[config.mk]
export PLATFORM = sky130hd
export DESIGN_NAME = alu_muldiv_seq
export DESIGN_NICKNAME = d
export VERILOG_FILES = /design/src/rtl/alu_muldiv_seq.sv
export SDC_FILE = /design/constraint.sdc
export NUM_CORES = 1
export LEC_CHECK = 0
export BUFFER_PORTS_ARGS = -buffer_cell sky130_fd_sc_hd__buf_2
export CAP_MARGIN = 0
export CORE_ASPECT_RATIO = 2
export CORE_MARGIN = 2
export CORE_UTILIZATION = 44
export CTS_CLUSTER_DIAMETER = 100
export DETAILED_ROUTE_END_ITERATION = 7
export PLACE_DENSITY = 0.77
export SLEW_MARGIN = 20
export SYNTH_ARGS = -nofsm -noshare
export SYNTH_HDL_FRONTEND = slang
export SYNTH_SLANG_ARGS = --single-unit
[constraint.sdc]
create_clock -name clk -period 1.3 [get_ports clk]
set_input_delay 0.13 -clock clk [delete_from_list [all_inputs] [get_ports clk]]
set_output_delay 0.13 -clock clk [all_outputs]
set_load 0.01 [all_outputs]
[src/rtl/alu_muldiv_seq.sv]
// alu_muldiv_seq -- multi-cycle unsigned multiply / divide sequencer.
//
// Runs a DATA_WIDTH x DATA_WIDTH unsigned multiply (shift-add) or unsigned
// divide (restoring) one bit per cycle. It does not contain an adder of its
// own. Instead it borrows the CPU's combinational ALU through alu_A/alu_B/alu_op
// and samples alu_Result/alu_CarryOut on the same clock edge.
//
// Ports:
//   clk, resetn          clock (rising edge), asynchronous active-low reset
//   req_valid/req_ready  request handshake; req_op 0=MULU 1=DIVU, req_a, req_b
//   cancel               synchronous abort of a BUSY or DONE operation
//   resp_valid/resp_ready response handshake; res_hi/res_lo carry the result
//                        (MULU: product hi/lo, DIVU: remainder/quotient)
//   alu_A, alu_B, alu_op to the shared ALU (ADD=010, SUB=110, idle=000)
//   alu_Result, alu_CarryOut from the shared ALU (SUB carry = borrow, A<B)
//   dbg_state_o          current FSM state (0=IDLE, 1=BUSY, 2=DONE)
//
// Handshakes: a transfer happens on a rising edge where valid and ready are
// both 1. The request side is ready only in IDLE. The response side holds
// resp_valid and the result stable until resp_ready is seen or cancel aborts.

module alu_muldiv_seq #(
    parameter int DATA_WIDTH = 32
) (
    input  logic                  clk,
    input  logic                  resetn,
    input  logic                  req_valid,
    output logic                  req_ready,
    input  logic                  req_op,
    input  logic [DATA_WIDTH-1:0] req_a,
    input  logic [DATA_WIDTH-1:0] req_b,
    input  logic                  cancel,
    output logic                  resp_valid,
    input  logic                  resp_ready,
    output logic [DATA_WIDTH-1:0] res_hi,
    output logic [DATA_WIDTH-1:0] res_lo,
    output logic [DATA_WIDTH-1:0] alu_A,
    output logic [DATA_WIDTH-1:0] alu_B,
    output logic [2:0]            alu_op,
    input  logic [DATA_WIDTH-1:0] alu_Result,
    input  logic                  alu_CarryOut,
    output logic [1:0]            dbg_state_o
);

    localparam int CW = $clog2(DATA_WIDTH) + 1;
    localparam logic [CW-1:0] LAST_STEP = CW'(DATA_WIDTH - 1);
    localparam logic [2:0] ALU_NOP = 3'b000;
    localparam logic [2:0] ALU_ADD = 3'b010;
    localparam logic [2:0] ALU_SUB = 3'b110;

    typedef enum logic [1:0] {
        ST_IDLE = 2'd0,
        ST_BUSY = 2'd1,
        ST_DONE = 2'd2
    } state_e;

    state_e                state_q, state_d;
    logic [CW-1:0]         cnt_q, cnt_d;
    logic [DATA_WIDTH-1:0] hi_q, hi_d;
    logic [DATA_WIDTH-1:0] lo_q, lo_d;
    logic [DATA_WIDTH-1:0] b_q, b_d;
    logic                  op_q, op_d;

    // Divide step: partial remainder shifted left with the next dividend bit.
    logic [DATA_WIDTH-1:0] div_s;
    logic                  div_take;

    always_ff @(posedge clk or negedge resetn) begin
        if (!resetn) begin
            state_q <= ST_IDLE;
            cnt_q   <= '0;
            hi_q    <= '0;
            lo_q    <= '0;
            b_q     <= '0;
            op_q    <= 1'b0;
        end else begin
            state_q <= state_d;
            cnt_q   <= cnt_d;
            hi_q    <= hi_d;
            lo_q    <= lo_d;
            b_q     <= b_d;
            op_q    <= op_d;
        end
    end

    always_comb begin
        state_d  = state_q;
        cnt_d    = cnt_q;
        hi_d     = hi_q;
        lo_d     = lo_q;
        b_d      = b_q;
        op_d     = op_q;
        alu_A    = '0;
        alu_B    = '0;
        alu_op   = ALU_NOP;
        div_s    = {hi_q[DATA_WIDTH-2:0], lo_q[DATA_WIDTH-1]};
        // The shifted-out hi MSB means s is really DATA_WIDTH+1 bits and
        // therefore certainly >= b, whatever the ALU borrow says.
        div_take = hi_q[DATA_WIDTH-1] | ~alu_CarryOut;

        case (state_q)
            ST_IDLE: begin
                // cancel is ignored here, so a request arriving with it is taken.
                if (req_valid) begin
                    op_d    = req_op;
                    b_d     = req_b;
                    hi_d    = '0;
                    lo_d    = req_a;
                    cnt_d   = '0;
                    state_d = ST_BUSY;
                end
            end
            ST_BUSY: begin
                if (!op_q) begin
                    alu_op = ALU_ADD;
                    alu_A  = hi_q;
                    alu_B  = lo_q[0] ? b_q : '0;
                    // The carry becomes the new hi MSB. The sum LSB shifts into lo.
                    {hi_d, lo_d} = {alu_CarryOut, alu_Result, lo_q[DATA_WIDTH-1:1]};
                end else begin
                    alu_op = ALU_SUB;
                    alu_A  = div_s;
                    alu_B  = b_q;
                    hi_d   = div_take ? alu_Result : div_s;
                    lo_d   = {lo_q[DATA_WIDTH-2:0], div_take};
                end
                cnt_d = cnt_q + CW'(1);
                if (cnt_q == LAST_STEP) begin
                    state_d = ST_DONE;
                end
                if (cancel) begin
                    state_d = ST_IDLE;
                end
            end
            ST_DONE: begin
                if (cancel || resp_ready) begin
                    state_d = ST_IDLE;
                end
            end
            default: begin
                state_d = ST_IDLE;
            end
        endcase
    end

    assign req_ready   = (state_q == ST_IDLE);
    assign resp_valid  = (state_q == ST_DONE);
    assign res_hi      = hi_q;
    assign res_lo      = lo_q;
    assign dbg_state_o = state_q;

endmodule

==> results by stage, run 1 <==
STA:
- The worst clock skew on the final layout is 10.0 ps.
- For the pin with the worst max-slew slack, the measured transition is 537 ps.
- After layout, the worst setup slack is -392 ps.
- In this run the tightest slew margin relative to its limit is 0.641.
- Setup repair after global routing could not meet its margin everywhere.
- The number of hold violations in the final report is 0.
- Setup violations remaining at the end of the flow were counted as 175.
- The number of slew-limit violations in the final report is 0.
- The post-route clock period utilization is 1.30.
- Counting I/O delays and the setup requirement, the final critical path takes 1690 ps.
- The timing-limited maximum frequency is 0.591 GHz.

Routing:
- The iteration count of the initial detailed-routing pass is 8.
- The remaining antenna violation count is 0.
- The initial DRC count is 363.
- After detailed routing, the average wire length per cell comes to 19.2 µm.
- The detailed router placed 6354 vias in this run.
- The total wire length is 21.5 mm.
- After detailed routing, the number of vias per cell comes to 5.69.
- The post-detailed-route DRC marker count is 14.

Critical path:
- Of all nets on the critical path, the largest fanout is 16.
- The data arrival at the endpoint of the critical path is 1560 ps.
- The setup path with the least slack is of type flop to output pin.
- The worst endpoint required time is 1170 ps.
- The critical path capture point type is an output pin.
- The startpoint kind of the worst setup timing path is a flop.

Cells and area:
- The antenna diode count is 0.
- The count of cells in the finished layout, fillers not included, comes to 1117.
- The area overhead of the layout relative to synthesis is 62.5%.
- After routing the design area is 9560 µm².
- After the last flow step, the layout net total stands at 1064.
- The fraction of final layout cells sized beyond drive strength 1 is 0.511.

Clock tree:
- TritonCTS created 9 clock buffers.
- The clock drives 105 sinks.
- The insertion delay of the later-clocked pin in the worst-skew pair is 340 ps.
- Clock-pin slew was measured on the worst setup and hold paths at 70 ps.
- The maximum root-to-sink buffer count is 2.
- The clock tree from TritonCTS is yes.
- CTS built an H-tree with a depth of 3.
- The root buffer cell is clkbuf_16.

Floorplan:
- The die is 85.7 µm wide.
- The vertical extent of the die is 167 µm.
- In this run the standard cell core region covers 13100 µm².
- In this run the count of I/O pins placed on the die edge is 238.
- The die covers 14400 µm².
- The number of rows created at floorplan is 59.
- The initial utilization of the core area, before any placement, comes to 0.450.

Logic synthesis:
- The total of warnings raised by yosys is 0.
- The leading area contributor after synthesis is dfrtp_1.
- Counting every net in the synthesized netlist gives 760.
- The share of synthesized area in the top cell type comes to 0.447.
- In this run the cell area of the synthesized design comes to 5880 µm².
- The commonest register cell after synthesis is dfrtp_1.
- Ranked by total cell area, the synthesized netlist is headed by dfrtp_1 (45%), mux2i_1 (11%), nand2_1 (8.6%), o21ai_0 (5.0%), a32oi_1 (4.6%).
- The share of the Yosys chip area taken by registers is 0.447.
- In this run, distinct cell masters in the synthesized netlist total 39.
- After synthesis, the share of flip-flops with an asynchronous set or reset is 1.00.
- Counting flops and latches in the post-synthesis netlist gives 105.
- The average instance area after synthesis is 8.96 µm².
- The synthesized design contains 0 enable-type register cells.
- The number of instances in the synthesized netlist is 656.

Place:
- The instance area after placement is 7430 µm².
- Routability-driven placement finished with a final weighted congestion of 0.844.
- The number of placed instances with taps included is 1023.
- The HPWL after detailed placement is 11.9 mm.
- Input and output buffers added on the ports amount to 236.

Global route:
- The via count of the first global-routing pass is 6344.
- The number of antenna violations at the first check in global routing came to 0.
- Across every metal layer, demand over resource in global routing totals 0.270.
- The first global-routing pass estimated 31.1 mm of wire.
- The total grt overflow is 0.
- Entering global routing, the biggest net connects 50 pins.

Power:
- In this run the power density over the cells is 1490 nW/µm².
- The maximum vdd drop is 0.870 mV.
- For this design the static power due to leakage is 4.80 nW.

Hold path:
- The class of the tightest hold or removal check is primary input to flop.

Outcome:
- The flow ran to the end, but the final reports show violations.
- The final reports fail on DRC, setup timing.

Job:
- The number of max-capacitance violations reported is 0.
-- what timing repair did --
action / CTS / global route
pin swaps: 49 / 47
setup endpoints to repair: 111 / 175
hold endpoints to repair: 54 / 0
setup buffers: 24 / 11
resized for setup: 137 / 158
cloned: 15 / 9
hold buffers: 29 / 0
-- placed cells by master (no fill, tap or decap), types with 29 or more instances in the layout --
cell type      netlist  routed
buf_2               20     230
dfrtp_1            105     102
o21ai_1             39      63
mux2i_1             65      62
nand2_1            135      56
nand2_2              0      53
nor2_1              37      33
and2_1              32      32
o21ai_2              0      32
a32oi_1             31      29
dlygate4sd3_1        0      29
-- sequential cells by signal, indices dropped and copies added (netlist names) --
signal and cells:
b_q 32, cnt_q 6, op_q 1, res_hi 32, res_lo 32, dbg_state_o 2
-- power breakdown --
part	switching (mW)	leakage, nW	internal [mW]
Combinational	3.21	3.35	3.17
Clock	1.33	0.152	1.52
Sequential	0.938	1.30	4.05
Total	5.47	4.80	8.74
-- final cells by class --
type | count | area [µm²]
Clock buffer | 9 | 225
Clock inverter | 7 | 77.6
Fill cell | 927 | 3510
Inverter | 4 | 25.0
Multi-Input combinational cell | 490 | 3550
Sequential cell | 105 | 2630
Tap cell | 152 | 190
Timing Repair Buffer | 350 | 2860
-- cell usage after synthesis, types with 2 or more instances --
library cell  number
a211oi_1          30
a21oi_1            3
a22o_1             2
a32oi_1           31
and2_1            32
and2b_1            2
buf_2             20
buf_4              7
buf_6              8
clkbuf_1          20
clkbuf_4           2
dfrtp_1          105
inv_1              3
mux2i_1           65
nand2_1          135
nand2b_1           2
nand3_1            4
nor2_1            37
nor2b_1           30
o211ai_1           3
o21ai_0           59
o21ai_1           39
-- per-layer routing --
layer | vias up | track usage | share of wire
met5 | - | 0 | 0
met4 | 0 | 0.127 | 0.035
met3 | 59 | 0.0350 | 0.047
met2 | 255 | 0.488 | 0.56
met1 | 3135 | 0.307 | 0.36
li1 | 2905 | - | -
-- worst paths after layout --
check,from,end,slack (ps),cells past startpoint
max in group asynchronous,resetn,b_q[24],380,3
setup / recovery,op_q,alu_B[18],-390,5
min in group asynchronous,resetn,res_lo[18],290,2
hold reg to reg,b_q[8],b_q[8],480,2
setup reg to reg,dbg_state_o[1],res_hi[16],-330,7
hold / removal,req_b[19],b_q[19],10,3
-- critical path, stage by stage (launching register included) --
cell and delay (ps):
dfrtp_4 510, nor2_2 160, nor2_4 80, clkbuf_16 170
and2_1 160, buf_2 140
-- logic make-up (layout without fill, tap and decap cells) --
logic type,Yosys count,in the layout,synth area share
and+or+nand+nor,250,250,0.194
muxes,66,66,0.113
xor gates and xnor gates,1,1,0.00149
AOI/OAI and AO/OA,171,171,0.183
adders and majority gates,1,1,0.00213
DFF,105,105,0.447
other,1,1,0.000638
buffers and inverters,61,370,0.0592
-- metrics by stage --
stage          hold WS (ps)  power (mW)  TNS, ps  utilization  setup slack, ps
3_3_place_gp           82.1        9.56    -2640        0.569            -47.6
2_1_floorplan          -166        7.62     -673            -            -33.6
3_5_place_dp            104        9.66    -3590        0.569            -79.6
4_1_cts               0.500        13.5   -35170        0.687             -359
5_1_grt                7.41        15.0   -60450        0.731             -441
6_report               11.7        14.2   -51270        0.731             -392
No activity file was read; power rests on OpenSTA's default activity.
==> inputs of run 2 (changes only) <==
--- a/config.mk
+++ b/config.mk
@@ -13,6 +13,7 @@
 export CTS_CLUSTER_DIAMETER = 100
 export DETAILED_ROUTE_END_ITERATION = 7
 export PLACE_DENSITY = 0.77
+export REMOVE_ABC_BUFFERS = 1
 export SLEW_MARGIN = 20
 export SYNTH_ARGS = -nofsm -noshare
 export SYNTH_HDL_FRONTEND = slang
==> run 2 against run 1 <==
Critical path depth unchanged; first-iteration DRC count up 96%; hold slack worse by 6.4 ps; global-route usage grew 3.5 points; highest routed layer unchanged; count of clock-buffer cells in the layout rose by 4; the run still ends with DRC, setup timing left; sequential power grew 4.2%; die area stayed put.
==> results by stage, run 2 (synthesized netlist as in run 1, its figures left out) <==
Outcome:
- Status: complete, but fails checks (unchanged).
- Failing checks: DRC, setup timing (unchanged).

Floorplan:
- The width of the chip is 85.7 µm (unchanged).
- The number of top-level pins is 238 (unchanged).
- The area enclosed by the die boundary is 14400 µm² (unchanged).
- The effective utilization at floorplan was 0.450 (unchanged).
- The number of rows created at floorplan was 59 (unchanged).
- The standard cell core area was 13100 µm² (unchanged).
- The vertical extent of the die is 167 µm (unchanged).

Critical path:
- The data arrival at the endpoint of the critical path is 1720 ps (was 1560 ps).
- Crit path cell chain: nand2b_4 -> nor2_4 -> clkbuf_16 -> and2_1 -> buf_2 (was nor2_2 -> nor2_4 -> clkbuf_16 -> and2_1 -> buf_2).
- The startpoint kind of the worst setup timing path is a flop (unchanged).
- The critical path capture point type is an output pin (unchanged).
- The worst endpoint required time was 1170 ps (about the same).
- The critical-path cell with the highest stage delay was dfrtp_1 (was dfrtp_4).
- The category of cells accounting for the largest share of critical-path delay is simple AND/OR/NAND/NOR gates (was flip-flops).
- The category of the critical setup timing path was flop to output pin (unchanged).
- The critical path's largest stage delay is 430 ps (was 510 ps).
- The maximum fanout along the worst path was 16 (unchanged).
- The total buffers and inverters traversed by the critical path came to 2 (unchanged).

STA:
- The sum of negative setup slack is -52990 ps (was -51270 ps).
- RSZ-0062 raised after global routing: yes (unchanged).
- The number of slew-limit violations in the final report is 0 (unchanged).
- The worst path setup slack after routing is -549 ps (was -392 ps).
- The timing-limited maximum frequency is 0.541 GHz (was 0.591 GHz).
- The post-route clock period utilization was 1.42 (was 1.30).
- The final number of setup-violating endpoints is 175 (unchanged).
- The number of hold violations in the final report is 0 (unchanged).
- The worst clock skew on the final layout is 9.50 ps (was 10.0 ps).
- The worst hold slack is 5.32 ps (was 11.7 ps).
- The clock period minus final worst setup slack was 1850 ps (was 1690 ps).

Clock tree:
- The root buffer cell is clkbuf_16 (unchanged).
- The clock tree from TritonCTS is yes (unchanged).
- The number of H-tree levels is 3 (unchanged).
- The CTS buffer count is 9 (unchanged).
- The clock transition time at the flip-flop clock pins of the worst setup and hold paths came to 80 ps (was 70 ps).
- The number of sinks handled by clock tree synthesis is 105 (unchanged).
- The maximum root-to-sink buffer count was 2 (unchanged).
- The insertion delay of the later-clocked pin in the worst-skew pair is 360 ps (was 340 ps).

Cells and area:
- The area used by multi-input combinational logic is 3930 µm² (was 3550 µm²).
- The total area of sequential cells came to 2630 µm² (about the same).
- The net count of the finished layout is 1081 (was 1064).
- The number of filler instances in the final layout is 732 (was 927).
- Leading cell types in the layout, fill and taps excluded: buf_2 (219), dfrtp_1 (103), mux2i_1 (64) (was buf_2 (230), dfrtp_1 (102), o21ai_1 (63)).
- The most common library cell in the layout ignoring fill and taps is buf_2 (unchanged).
- The fraction of final layout cells sized beyond drive strength 1 is 0.581 (was 0.511).
- The final cell count without fillers is 1135 (was 1117).
- The area overhead of the layout relative to synthesis is 75.0% (was 62.5%).

Routing:
- The via total after detailed routing is 7027 (was 6354).
- The iteration count of the initial detailed-routing pass is 8 (unchanged).
- The number of vias per cell was 6.19 (was 5.69).
- The remaining antenna violation count came to 0 (unchanged).
- The wire length per cell is 24.8 µm (was 19.2 µm).
- The total wire length was 28.2 mm (was 21.5 mm).
- The post-detailed-route DRC marker count came to 19 (was 14).
- The initial DRC count is 710 (was 363).

Place:
- The routability-driven placement congestion ratio came to 0.846 (was 0.844).
- The HPWL after detailed placement was 12.3 mm (was 11.9 mm).
- The number of port buffers is 236 (unchanged).
- The number of placed instances with taps included is 1029 (was 1023).

Power:
- The switching part of the total power is 0.403 (was 0.385).
- The proportion of power drawn by flip-flops and latches was 0.333 (was 0.351).
- The leakage power of the design is 5.13 nW (was 4.80 nW).
- The total power density per cell area is 1520 nW/µm² (was 1490 nW/µm²).
- The clock network power share is 0.189 (was 0.200).
- The maximum vdd drop is 0.925 mV (was 0.870 mV).
- The net switching power is 6.30 mW (was 5.47 mW).
- The cell internal power dissipation is 9.33 mW (was 8.74 mW).
- The part of the total power dissipated in combinational logic is 0.479 (was 0.449).

Global route:
- The total grt overflow is 0 (unchanged).
- The global routing usage summed across all routing layers is 0.305 (was 0.270).
- The via count of the first global-routing pass is 6495 (was 6344).
- The number of antenna violations at the first check in global routing is 2 (was 0).
- The maximum number of pins on one net before global-route repair is 58 (was 50).
- The first-pass GRT wire length is 34.2 mm (was 31.1 mm).

Hold path:
- The class of the tightest hold or removal check is primary input to flop (unchanged).

Job:
- The number of max-capacitance violations reported is 0 (unchanged).
## run 2: cell types whose count changed in the layout (fill, tap and decap cells not counted), moves of 9 or more
| cell | previous run | this run |
|---|---|---|
| a211oi_1 | 20 | 3 |
| a211oi_2 | 10 | 25 |
| and2_1 | 32 | 20 |
| o21ai_2 | 32 | 41 |
| buf_2 | 230 | 219 |
| o21ai_1 | 63 | 51 |
| buf_6 | 24 | 47 |
| and2_4 | 0 | 12 |
| nand2_1 | 56 | 28 |
| nand2_4 | 26 | 47 |
## run 2: through the flow
| stage | util | power, mW | cell area, µm² | setup WS, ps |
|---|---|---|---|---|
| 2_1_floorplan | - | 7.41 | 5550 | -2690 |
| 3_3_place_gp | 0.569 | 9.57 | 7440 | -91.6 |
| 3_5_place_dp | 0.569 | 9.67 | 7440 | -148 |
| 4_1_cts | 0.705 | 13.8 | 9210 | -400 |
| 5_1_grt | 0.788 | 16.2 | 10300 | -587 |
| 6_report | 0.788 | 15.6 | 10300 | -549 |
## run 2: cell type report
type | instances | area share
inverters | 4 | 0.00219
diodes | 1 | 0.000243
multi-input cells | 491 | 0.381
flip-flops and latches | 105 | 0.256
clock buffers | 13 | 0.0263
clock inverters | 3 | 0.00462
well taps | 152 | 0.0185
repair buffers | 366 | 0.311
## run 2: routing by layer
metal  global-route usage  wire (µm)  share of wire
met3               0.0458       1920          0.068
met2                0.571      14700           0.52
met1                0.314       9310           0.33
met5                    0          0              0
met4                0.168       2240          0.080
## run 2: worst paths after layout
kind	depth (start not counted)	endpoint	slack, ps	startpoint
hold / removal	3	b_q[28]	5	req_b[28]
setup / recovery	5	alu_B[13]	-550	dbg_state_o[1]
min in group asynchronous	2	b_q[22]	240	resetn
max in group asynchronous	3	res_hi[6]	520	resetn
hold reg to reg	2	b_q[9]	520	b_q[9]
setup reg to reg	8	res_lo[14]	-350	dbg_state_o[0]
## run 2: repair_timing
action | 4_1_cts | 5_1_grt
pin swaps | 93 | 83
resized for setup | 174 | 272
cloned | 17 | 8
hold buffers | 31 | 0
buffers inserted | 29 | 22
hold endpoints to repair | 96 | 0
endpoints found under the setup margin | 155 | 175
## run 2: power groups by stage
stage | logic [mW] | clock network [mW] | registers, mW
floorplan | 2.31 | 0 | 5.10
global placement | 4.67 | 0 | 4.90
detailed placement | 4.76 | 0 | 4.92
CTS | 5.91 | 2.94 | 4.92
global route | 7.84 | 3.11 | 5.29
finish | 7.49 | 2.95 | 5.20
## run 2: worst min-delay path: cells and delay by family
kind | cells | cell delay (ps)
buffers and inverters | 1 | 100
and+or+nand+nor | 2 | 100
==> inputs of run 3 (changes only) <==
==> constraint.sdc (replaced) <==
create_clock -name clk -period 1.3 [get_ports clk]
set_input_delay 0.325 -clock clk [delete_from_list [all_inputs] [get_ports clk]]
set_output_delay 0.325 -clock clk [all_outputs]
set_load 0.01 [all_outputs]
==> run 3 against run 2 <==
The flow still finishes with violations (DRC, setup timing); clock power is 2% lower; maximum frequency is 1.5% lower; highest routed layer unchanged; final area is 13% lower; combinational power is 20% lower.
==> results by stage, run 3 (synthesized netlist as in run 1, its figures left out) <==
STA:
- The number of slew-limit violations in the final report came to 0 (unchanged).
- The number of hold violations in the final report is 0 (unchanged).
- The final number of setup-violating endpoints was 177 (was 175).
- The post-route clock period utilization is 1.44 (was 1.42).
- The clock period minus final worst setup slack is 1880 ps (was 1850 ps).
- The worst clock skew on the final layout is 9.00 ps (was 9.50 ps).
- RSZ-0062 raised after global routing: yes (unchanged).
- The worst path setup slack after routing is -578 ps (was -549 ps).
- The timing-limited maximum frequency came to 0.533 GHz (was 0.541 GHz).

Critical path:
- The worst flop-to-flop path startpoint is dbg_state_o[1] (was dbg_state_o[0]).
- The category of the critical setup timing path is flop to output pin (unchanged).
- The total buffers and inverters traversed by the critical path is 5 (was 2).
- The maximum fanout along the worst path is 4 (was 16).
- The data arrival at the endpoint of the critical path is 1550 ps (was 1720 ps).
- The worst endpoint required time is 980 ps (was 1170 ps).
- The category of cells accounting for the largest share of critical-path delay is buffers and inverters (was simple AND/OR/NAND/NOR gates).
- The critical path's largest stage delay is 400 ps (was 430 ps).
- The critical path capture point type is an output pin (unchanged).
- The critical-path cell with the highest stage delay is dfrtp_1 (unchanged).
- Counting stages on the worst path, the most repeated cell is buf_4.
- Crit path cell chain: nand2b_4 -> buf_4 -> buf_4 -> inv_6 -> nand2_4 -> inv_2 -> buf_2 (was nand2b_4 -> nor2_4 -> clkbuf_16 -> and2_1 -> buf_2).
- The startpoint kind of the worst setup timing path is a flop (unchanged).
- The first element of the critical path was dbg_state_o[1] (unchanged).

Power:
- The total power density per cell area came to 1560 nW/µm² (was 1520 nW/µm²).
- The maximum vdd drop came to 0.880 mV (was 0.925 mV).
- The cell internal power dissipation came to 8.65 mW (was 9.33 mW).
- The part of the total power dissipated in combinational logic is 0.434 (was 0.479).
- The clock network power share came to 0.209 (was 0.189).
- The leakage power of the design is 4.50 nW (was 5.13 nW).
- The proportion of power drawn by flip-flops and latches was 0.358 (was 0.333).
- The switching part of the total power is 0.376 (was 0.403).
- The net switching power is 5.22 mW (was 6.30 mW).

Place:
- The instance area after placement is 7460 µm² (was 7440 µm²).
- The number of placed instances with taps included is 1030 (was 1029).
- The routability-driven placement congestion ratio is 0.840 (was 0.846).
- The HPWL after detailed placement is 12.6 mm (was 12.3 mm).
- The pre-CTS setup slack is -236 ps (was -148 ps).
- The number of port buffers came to 236 (unchanged).

Hold path:
- The start point of the worst hold path is req_b[6] (was req_b[28]).
- The class of the tightest hold or removal check is primary input to flop (unchanged).

Global route:
- The via count of the first global-routing pass is 6209 (was 6495).
- The first-pass GRT wire length is 31.9 mm (was 34.2 mm).
- The number of antenna violations at the first check in global routing is 1 (was 2).
- The total grt overflow is 0 (unchanged).
- The maximum number of pins on one net before global-route repair was 48 (was 58).
- The global routing usage summed across all routing layers is 0.284 (was 0.305).

Job:
- The number of max-capacitance violations reported is 0 (unchanged).

Floorplan:
- The effective utilization at floorplan came to 0.450 (unchanged).
- The area enclosed by the die boundary is 14400 µm² (unchanged).
- The standard cell core area is 13100 µm² (unchanged).
- The number of top-level pins came to 238 (unchanged).
- The vertical extent of the die is 167 µm (unchanged).
- The width of the chip is 85.7 µm (unchanged).
- The number of rows created at floorplan was 59 (unchanged).

Clock tree:
- The maximum root-to-sink buffer count is 2 (unchanged).
- The CTS buffer count is 9 (unchanged).
- The number of H-tree levels was 3 (unchanged).
- The clock transition time at the flip-flop clock pins of the worst setup and hold paths came to 80 ps (about the same).
- The clock tree from TritonCTS is yes (unchanged).
- The insertion delay of the later-clocked pin in the worst-skew pair is 350 ps (was 360 ps).
- The root buffer cell is clkbuf_16 (unchanged).
- The number of sinks handled by clock tree synthesis is 105 (unchanged).

Routing:
- The number of vias per cell was 5.65 (was 6.19).
- The wire length per cell is 19.3 µm (was 24.8 µm).
- The total wire length came to 21.0 mm (was 28.2 mm).
- The iteration count of the initial detailed-routing pass is 8 (unchanged).
- The remaining antenna violation count is 0 (unchanged).
- The via total after detailed routing is 6158 (was 7027).
- The initial DRC count was 361 (was 710).
- The post-detailed-route DRC marker count is 18 (was 19).

Cells and area:
- The cell area after layout was 8910 µm² (was 10300 µm²).
- The net count of the finished layout is 1035 (was 1081).
- The area overhead of the layout relative to synthesis is 51.5% (was 75.0%).
- The fraction of final layout cells sized beyond drive strength 1 is 0.429 (was 0.581).
- Leading cell types in the layout, fill and taps excluded: buf_2 (226), nand2_1 (115), dfrtp_1 (95) (was buf_2 (219), dfrtp_1 (103), mux2i_1 (64)).
- The final cell count without fillers is 1089 (was 1135).
- The most common library cell in the layout ignoring fill and taps is buf_2 (unchanged).

Outcome:
- Failing checks: DRC, setup timing (unchanged).
- Status: complete, but fails checks (unchanged).
==> run 3: cell count changes in the layout (fill, tap and decap cells not counted), sizes merged <==
cell,previous run,this run
buf,326,314
bufbuf,1,2
clkbuf,21,14
clkinv,2,3
dlygate4sd3,31,1
inv,4,6
o21ba,2,1
==> run 3: timing repair <==
action	4_1_cts	5_1_grt
setup buffers	17	11
gates cloned	16	3
setup endpoints to repair	179	197
pin swaps	31	9
hold buffers	1	0
resized for setup	112	53
endpoints found under the hold margin	13	0
==> run 3: tightest hold or removal path, delay by kind of cell <==
family / cells / cell delay [ps]
buffers and inverters: 1 / 70
and+or+nand+nor: 2 / 90
==> run 3: worst paths after layout <==
check	slack, ps	cells past startpoint	endpoint
max	-580	7	alu_op[2]
min	160	3	b_q[6]
max reg2reg	-430	8	res_hi[30]
min reg2reg	470	2	b_q[15]
max in group asynchronous	380	3	res_hi[2]
min in group asynchronous	390	2	b_q[25]
==> run 3: layer usage <==
| layer | GRT usage | share of wire | up-vias |
|---|---|---|---|
| li1 | - | - | 2858 |
| met1 | 0.297 | 0.35 | 2974 |
| met3 | 0.0399 | 0.048 | 61 |
| met4 | 0.167 | 0.045 | 0 |
| met2 | 0.523 | 0.56 | 265 |
| met5 | 0 | 0 | - |
==> run 3: stage by stage <==
stage,utilization,hold slack [ps],setup TNS (ps),power [mW]
after global placement,0.571,226,-19170,9.55
after floorplan,-,29.4,-299100,7.41
after CTS,0.662,140,-70420,13.5
after detailed placement,0.571,221,-21740,9.69
final,0.682,160,-67440,13.9
after global routing,0.682,154,-77550,14.6
==> run 3: power by group through the flow <==
| stage | clock, mW | sequential, mW | combinational [mW] |
|---|---|---|---|
| after floorplan | 0 | 5.10 | 2.31 |
| after global placement | 0 | 4.88 | 4.67 |
| after detailed placement | 0 | 4.91 | 4.78 |
| after CTS | 2.92 | 4.89 | 5.68 |
| after global routing | 3.08 | 5.07 | 6.48 |
| final | 2.90 | 4.96 | 6.01 |
==> run 3: final cells by class <==
| class | instances | area (µm²) |
|---|---|---|
| Inverter | 4 | 20.0 |
| Tap cell | 152 | 190 |
| Sequential cell | 105 | 2640 |
| Clock buffer | 10 | 239 |
| Fill cell | 1017 | 4160 |
| Multi-Input combinational cell | 490 | 3130 |
| Clock inverter | 6 | 75.1 |
| Timing Repair Buffer | 321 | 2610 |
| Antenna cell | 1 | 2.50 |
